[src/rtl/psram_arbiter.sv]
// PSRAM arbiter: round-robin ownership of a split read/write PSRAM controller
// port among NREQ requesters (0 = ADC capture, 1 = video fetch, 2 = host).
// One transaction is in flight at a time; data beats are routed combinationally
// between the owner and the controller, and a watchdog aborts stuck transfers.
module psram_arbiter #(
  parameter int NREQ    = 3,
  parameter int ADDR_W  = 25,
  parameter int TIMEOUT = 1023
) (
  input  logic                   clk,
  input  logic                   reset_n,
  input  logic                   psram_ready,
  input  logic [NREQ-1:0]        req,
  input  logic [NREQ-1:0]        req_we,
  input  logic [NREQ*ADDR_W-1:0] req_addr,
  input  logic [NREQ*8-1:0]      req_len,
  input  logic [NREQ*16-1:0]     req_wdata,
  input  logic [NREQ-1:0]        req_wvalid,
  output logic [NREQ-1:0]        req_wready,
  output logic [17:0]            rdata_out,
  output logic [NREQ-1:0]        rvalid_out,
  output logic [NREQ-1:0]        gnt,
  output logic [NREQ-1:0]        done,
  output logic                   err,
  output logic [ADDR_W-1:0]      awaddr,
  output logic [7:0]             awlen,
  output logic                   awvalid,
  input  logic                   awready,
  output logic [15:0]            wdata,
  output logic                   wvalid,
  input  logic                   wready,
  input  logic                   bvalid,
  output logic                   bready,
  output logic [ADDR_W-1:0]      araddr,
  output logic [7:0]             arlen,
  output logic                   arvalid,
  input  logic                   arready,
  input  logic [17:0]            rdata,
  input  logic                   rvalid
);
  localparam int IDX_W = (NREQ > 1) ? $clog2(NREQ) : 1;
  localparam logic [9:0] TO_LAST = 10'(TIMEOUT - 1);

  typedef enum logic [2:0] {IDLE, ADDR, WDATA, RDATA, RESP} state_t;

  typedef struct packed {
    logic              we;
    logic [ADDR_W-1:0] addr;
    logic [7:0]        len;
  } txn_t;

  state_t           state;
  txn_t             txn;
  logic [IDX_W-1:0] rr_ptr, own, pick, pick_nxt, cand;
  logic             pick_vld;
  logic [7:0]       pick_len, cnt;
  logic [9:0]       tcnt;
  logic             beat, last;
  int               pj;

  // Round-robin pick: scan from rr_ptr upward, lowest offset wins
  always_comb begin
    pick_vld = 1'b0;
    pick     = '0;
    cand     = '0;
    pj       = 0;
    for (int i = NREQ - 1; i >= 0; i--) begin
      pj   = (int'(rr_ptr) + i) % NREQ;
      cand = IDX_W'(pj);
      if (req[cand]) begin
        pick_vld = 1'b1;
        pick     = cand;
      end
    end
    pick_len = req_len[int'(pick)*8 +: 8];
    pick_nxt = (pick == IDX_W'(NREQ - 1)) ? '0 : pick + 1'b1;
  end

  // Data-phase routing between owner and controller
  always_comb begin
    beat       = 1'b0;
    wvalid     = (state == WDATA) && req_wvalid[own];
    wdata      = req_wdata[int'(own)*16 +: 16];
    req_wready = (state == WDATA) ? (gnt & {NREQ{wready}}) : '0;
    rvalid_out = (state == RDATA) ? (gnt & {NREQ{rvalid}}) : '0;
    if (state == WDATA) beat = wvalid && wready;
    if (state == RDATA) beat = rvalid;
    last       = beat && ((cnt + 8'd1) == txn.len);
  end

  assign rdata_out = rdata;
  assign awaddr    = txn.addr;
  assign awlen     = txn.len;
  assign araddr    = txn.addr;
  assign arlen     = txn.len;
  assign bready    = 1'b1;

  // Arbitration FSM with registered grant, handshake and status outputs
  always_ff @(posedge clk) begin
    if (!reset_n) begin
      state   <= IDLE;
      txn     <= '0;
      rr_ptr  <= '0;
      own     <= '0;
      gnt     <= '0;
      done    <= '0;
      err     <= 1'b0;
      awvalid <= 1'b0;
      arvalid <= 1'b0;
      cnt     <= '0;
      tcnt    <= '0;
    end else begin
      done <= '0;
      err  <= 1'b0;
      case (state)
        IDLE: begin
          if (psram_ready && pick_vld) begin
            rr_ptr <= pick_nxt;
            if (pick_len == 8'd0) begin
              // Zero-length requests are bounced without touching the PSRAM
              err        <= 1'b1;
              done[pick] <= 1'b1;
            end else begin
              own      <= pick;
              gnt      <= NREQ'(1) << pick;
              txn.we   <= req_we[pick];
              txn.addr <= req_addr[int'(pick)*ADDR_W +: ADDR_W];
              txn.len  <= pick_len;
              awvalid  <= req_we[pick];
              arvalid  <= !req_we[pick];
              cnt      <= '0;
              state    <= ADDR;
            end
          end
        end
        ADDR: begin
          if ((awvalid && awready) || (arvalid && arready)) begin
            awvalid <= 1'b0;
            arvalid <= 1'b0;
            tcnt    <= '0;
            state   <= txn.we ? WDATA : RDATA;
          end
        end
        default: begin
          // Data/response phases: completion has priority over the watchdog
          tcnt <= tcnt + 10'd1;
          if (beat) cnt <= cnt + 8'd1;
          if (state == WDATA && last) begin
            state <= RESP;
          end else if ((state == RDATA && last) || (state == RESP && bvalid)) begin
            done[own] <= 1'b1;
            gnt       <= '0;
            state     <= IDLE;
          end else if (tcnt >= TO_LAST) begin
            err   <= 1'b1;
            gnt   <= '0;
            state <= IDLE;
          end
        end
      endcase
    end
  end
endmodule

[config.mk]
export PLATFORM = sky130hd
export DESIGN_NAME = psram_arbiter
export DESIGN_NICKNAME = d
export VERILOG_FILES = /design/src/rtl/psram_arbiter.sv
export SDC_FILE = /design/constraint.sdc
export NUM_CORES = 1
export LEC_CHECK = 0
export ABC_AREA = 1
export CAP_MARGIN = 5
export CORE_ASPECT_RATIO = 0.9
export CORE_MARGIN = 1.5
export CORE_UTILIZATION = 35
export CTS_BUF_LIST = sky130_fd_sc_hd__clkbuf_8
export DETAILED_ROUTE_END_ITERATION = 16
export PLACE_DENSITY = 0.78
export SETUP_SLACK_MARGIN = 0.05
export SLEW_MARGIN = 20
export SYNTH_ARGS = -nofsm -noshare
export SYNTH_HDL_FRONTEND = slang
export SYNTH_SLANG_ARGS = --single-unit
[constraint.sdc]
create_clock -name clk -period 2.55 [get_ports clk]
set_input_delay 0.51 -clock clk [delete_from_list [all_inputs] [get_ports clk]]
set_output_delay 0.51 -clock clk [all_outputs]
set_load 0.05 [all_outputs]
==> summary.md <==
| Metric | Value |
|---|---|
| Outcome | `finished, violations left` |
| Violated checks | `negative setup slack` |
| Mapped Area | `5030 um^2` |
| Vias/cell | `4.87` |
| CP Buf/Inv Count | `5` |
| Synth Flop Type | `dfxtp_1` |
| Vias | `6029` |
| R2R depth | `21` |
| Tot GR Track Use | `0.226` |
| Vias in the first global route | `between 5000 and 6000` |
| Worst skew pair latency | `0.36 ns` |
| CP Launch Type | `flip-flop` |
| Core Rows | `41` |
| # setup viols final | `1` |
| Net load switching power | `roughly 6.7 mW` |
| Logic gate share of total power | `0.783` |
| DIE AREA | `15100 um^2` |
| Area of the multi-input gates | `just under 3000 um^2` |
| Final Util | `0.600` |
| Worst Skew | `0.00940 ns` |
| CTS sink cnt | `68` |
| Max Transition Viols Final | `0` |
| CTS tree | `done` |
| Core area | `approximately 14000 um^2` |
| Critical setup path kind | `reg2reg` |
| # IOs | `299` |
| Worst EP arrival | `2.81 ns` |
| Cells after synthesis | `822` |
| Die Width | `between 100 and 150 um` |
| TritonRoute pass-1 iters | `5` |
| Clock edge transition at the registers on the reported setup and hold paths | `0.08 ns` |
| Max IR drop VDD | `0.754 mV` |
| Most numerous cell in the Yosys netlist | `nand2_1` |
| Fill count | `between 1000 and 1500` |
| Cell mode on critical path | `nand3_1` |
| CTS root buffer | `clkbuf_8` |
| Register bit total from synthesis | `68` |
| Critical Path RT | `2.80 ns` |
| Iter 0 DRT Violations | `between 400 and 500` |
| CP startpoint | `rr_ptr[0]` |
| Source of the worst hold timing path | `txn[33]` |
| Clock power share | `0.067` |
| Routability cong. | `0.861` |
| Max_cap viols | `0` |
| Inserted Diodes | `0` |
| Worst-case clock buffer depth | `2` |
| Max Freq | `between 300 and 400 MHz` |
| H-tree depth | `3` |
| Yosys cell types | `38` |
| Family with the most delay on the worst path | `simple AND/OR/NAND/NOR gates` |
| Internal power | `5.64 mW` |
| Initial antenna violation count | `0` |
| Layout cells sized above 1 | `0.173` |
| Worst-Margin Slew | `0.629 ns` |
| Final WS setup | `-0.00907 ns` |
| CP peak stage delay | `0.34 ns` |
| Async set-reset flop share out of synthesis | `0` |
| CP endpoint kind | `flip-flop` |
| Unrepaired setup endpoints after global routing | `true` |
| Congestion Overflow GR | `0` |
| Pleak | `3.59 nW` |
| Net Sw Frac | `0.543` |
| Sequential share of power | `0.150` |
| Syn-to-layout area delta | `67.4%` |
| Worst hold path type | `reg2reg` |
| Detail Route Antenna Nets | `0` |
| Dominant cells by area after synthesis | `dfxtp_1 (27%), nand2_1 (17%), buf_4 (13%)` |
| Synthesis warning total | `0` |
| First-pass GRT wire length | `26.6 mm` |
| R2r setup slk | `-0.009 ns` |
| Cts bufs inserted | `9` |
| Reg-to-Reg Start | `rr_ptr[0]` |
| Initial cell density of the core | `0.358` |
| Synth Area per Inst | `around 6.1 um^2` |
| Post-Route WL | `roughly 18 mm` |
| Seq/Total Area, Yosys | `0.270` |
| Max_slew headroom | `0.580` |
| Hold depth | `2` |
| Drt drc | `0` |
| Post-synthesis net count | `1010` |
| Tmin final | `2.56 ns` |
| WL/cell | `14.9 um` |
| Top post-synthesis cells by count | `nand2_1 (230), nor2_1 (113), buf_4 (88), dfxtp_1 (68), nand3_1 (68)` |
| CP Max Fanout | `12` |
| Tcrit/Tclk final | `1.00` |
| Largest net degree at the start of global routing | `44` |
| Worst hold endpoint | `txn[33]` |
| Power per Cell Area | `between 1000 and 1500 nW/um^2` |
| Final Hold Vio Count | `0` |
| Place WS | `-0.343 ns` |
| Synth area leader | `dfxtp_1` |
| Die Y-Extent | `~120 um` |
| FF/Latch Area | `1370 um^2` |
| DP Wirelength | `between 10 and 15 mm` |
| Top-area cell type share of the netlist area | `0.270` |
| CP max-delay cell | `dfxtp_2` |
| Cells along the critical path | `inv_2 -> ha_4 -> inv_4 -> nand2_2 -> nand3_1 -> nand3_1 -> nand2_1 -> inv_2 -> nand2_4 -> buf_12 -> nand3_1 -> nand2_1 -> nor2_2 -> nand2_2 -> nor2_4 -> nand2_4 -> nand2_8 -> buf_12 -> nand2_8 -> o21ai_1 -> nor2_1` |
| Fin nets | `around 1200` |
| Port buffer count | `around 260` |
| EDFF count, synth | `0` |
| Worst r2r dst | `cnt[7]` |
-- timing repair --
action	in CTS	in global routing
pin swaps	7	19
gates resized for setup	14	82
hold buffers	0	0
cloned	2	5
buffers inserted	6	8
endpoints found under the setup margin	51	56
-- power groups by stage --
stage	registers (mW)	logic, mW	clock network [mW]
2_1_floorplan	1.81	5.89	0
3_3_place_gp	1.83	8.30	0
3_5_place_dp	1.84	8.38	0
4_1_cts	1.82	8.72	0.832
5_1_grt	1.91	10.3	0.880
6_report	1.85	9.66	0.826
-- cell usage in the layout (no fill, tap or decap), drive strengths merged --
| cell | Yosys | routed |
|---|---|---|
| nand3 | 68 | 68 |
| ha | 6 | 6 |
| and3 | 1 | 1 |
| and2 | 1 | 1 |
| nand3b | 1 | 1 |
| o2111ai | 1 | 1 |
| nand2 | 238 | 240 |
| clkinv | 1 | 1 |
| dlymetal6s2s | 0 | 2 |
| or3 | 1 | 1 |
| inv | 73 | 76 |
| a22oi | 14 | 14 |
| a21oi | 34 | 34 |
| dfxtp | 68 | 68 |
| clkbuf | 17 | 12 |
| nor2 | 119 | 119 |
| clkdlybuf4s50 | 0 | 236 |
| buf | 95 | 76 |
| clkinvlp | 0 | 4 |
| conb | 1 | 1 |
| xnor2 | 1 | 1 |
| a221oi | 1 | 1 |
| a22o | 1 | 1 |
| o21a | 3 | 3 |
| nand4 | 13 | 13 |
| a211oi | 1 | 1 |
| xor2 | 2 | 2 |
| o221ai | 1 | 1 |
| or2 | 2 | 2 |
| nor3 | 9 | 9 |
| o21ai | 49 | 49 |
-- final cells by class --
| class | instances | area share |
|---|---|---|
| flip-flops and latches | 68 | 0.162 |
| clock inverters | 7 | 0.00609 |
| clock buffers | 9 | 0.0147 |
| repair buffers | 317 | 0.409 |
| inverters | 74 | 0.0350 |
| multi-input cells | 570 | 0.344 |
| well taps | 193 | 0.0286 |
-- worst max-delay path by stage --
stage	end	slack, ns	cells past startpoint
final	cnt[7]	-0.009	21
after detailed placement	araddr[7]	-0.34	19
after global routing	araddr[4]	-0.17	23
after global placement	arlen[2]	-0.32	18
after CTS	arlen[5]	0.02	21
after floorplan	gnt[2]	0.08	24
-- through the flow --
stage	instance area (um^2)	hold WS, ns	total power [mW]	setup TNS, ns	std cells
global placement	7710	0.467	10.1	-15.18	1202
floorplan	5030	0.444	7.70	0	822
global route	8430	0.502	13.1	-6.79	1238
CTS	8030	0.475	11.4	0	1226
detailed placement	7710	0.464	10.2	-16.59	1202
finish	8430	0.476	12.3	-0.00907	1238
-- worst reg2reg max path, cell delays in order, from the launching register on --
cell     delay [ns]
dfxtp_2        0.34
inv_2          0.05
ha_4           0.28
inv_4          0.05
nand2_2        0.05
nand3_1        0.09
nand3_1        0.09
nand2_1        0.06
inv_2          0.06
nand2_4        0.07
buf_12         0.14
nand3_1        0.07
nand2_1        0.07
nor2_2         0.15
nand2_2        0.10
nor2_4         0.15
nand2_4        0.09
nand2_8        0.16
buf_12         0.13
nand2_8        0.07
o21ai_1        0.14
nor2_1         0.05
-- state kept, by name, indices dropped and copies added (netlist names), 2 cells and up --
| name | flops |
|---|---|
| araddr | 25 |
| tcnt | 10 |
| arlen | 8 |
| cnt | 8 |
| done | 3 |
| gnt | 3 |
| state | 3 |
| own | 2 |
| rr_ptr | 2 |
-- logic make-up (layout without fill, tap and decap cells) --
logic type	Yosys count	in the layout	share of synthesized area
xor+xnor	3	3	0.00522
buf+inv	186	407	0.210
flops	68	68	0.270
other cells	1	1	0.000745
compound gates	105	105	0.116
fa+ha+maj	6	6	0.0149
simple gates	453	455	0.382
-- routing by layer --
layer  GRT usage  wire [um]  vias to the layer above
met1       0.282       7550                     2758
met2       0.385       9060                      248
met3      0.0568       1430                       36
li1            -          -                     2987
met4      0.0711        454                        0
met5           0          0                        -
Note: power is estimated with default switching activity, not from simulation.
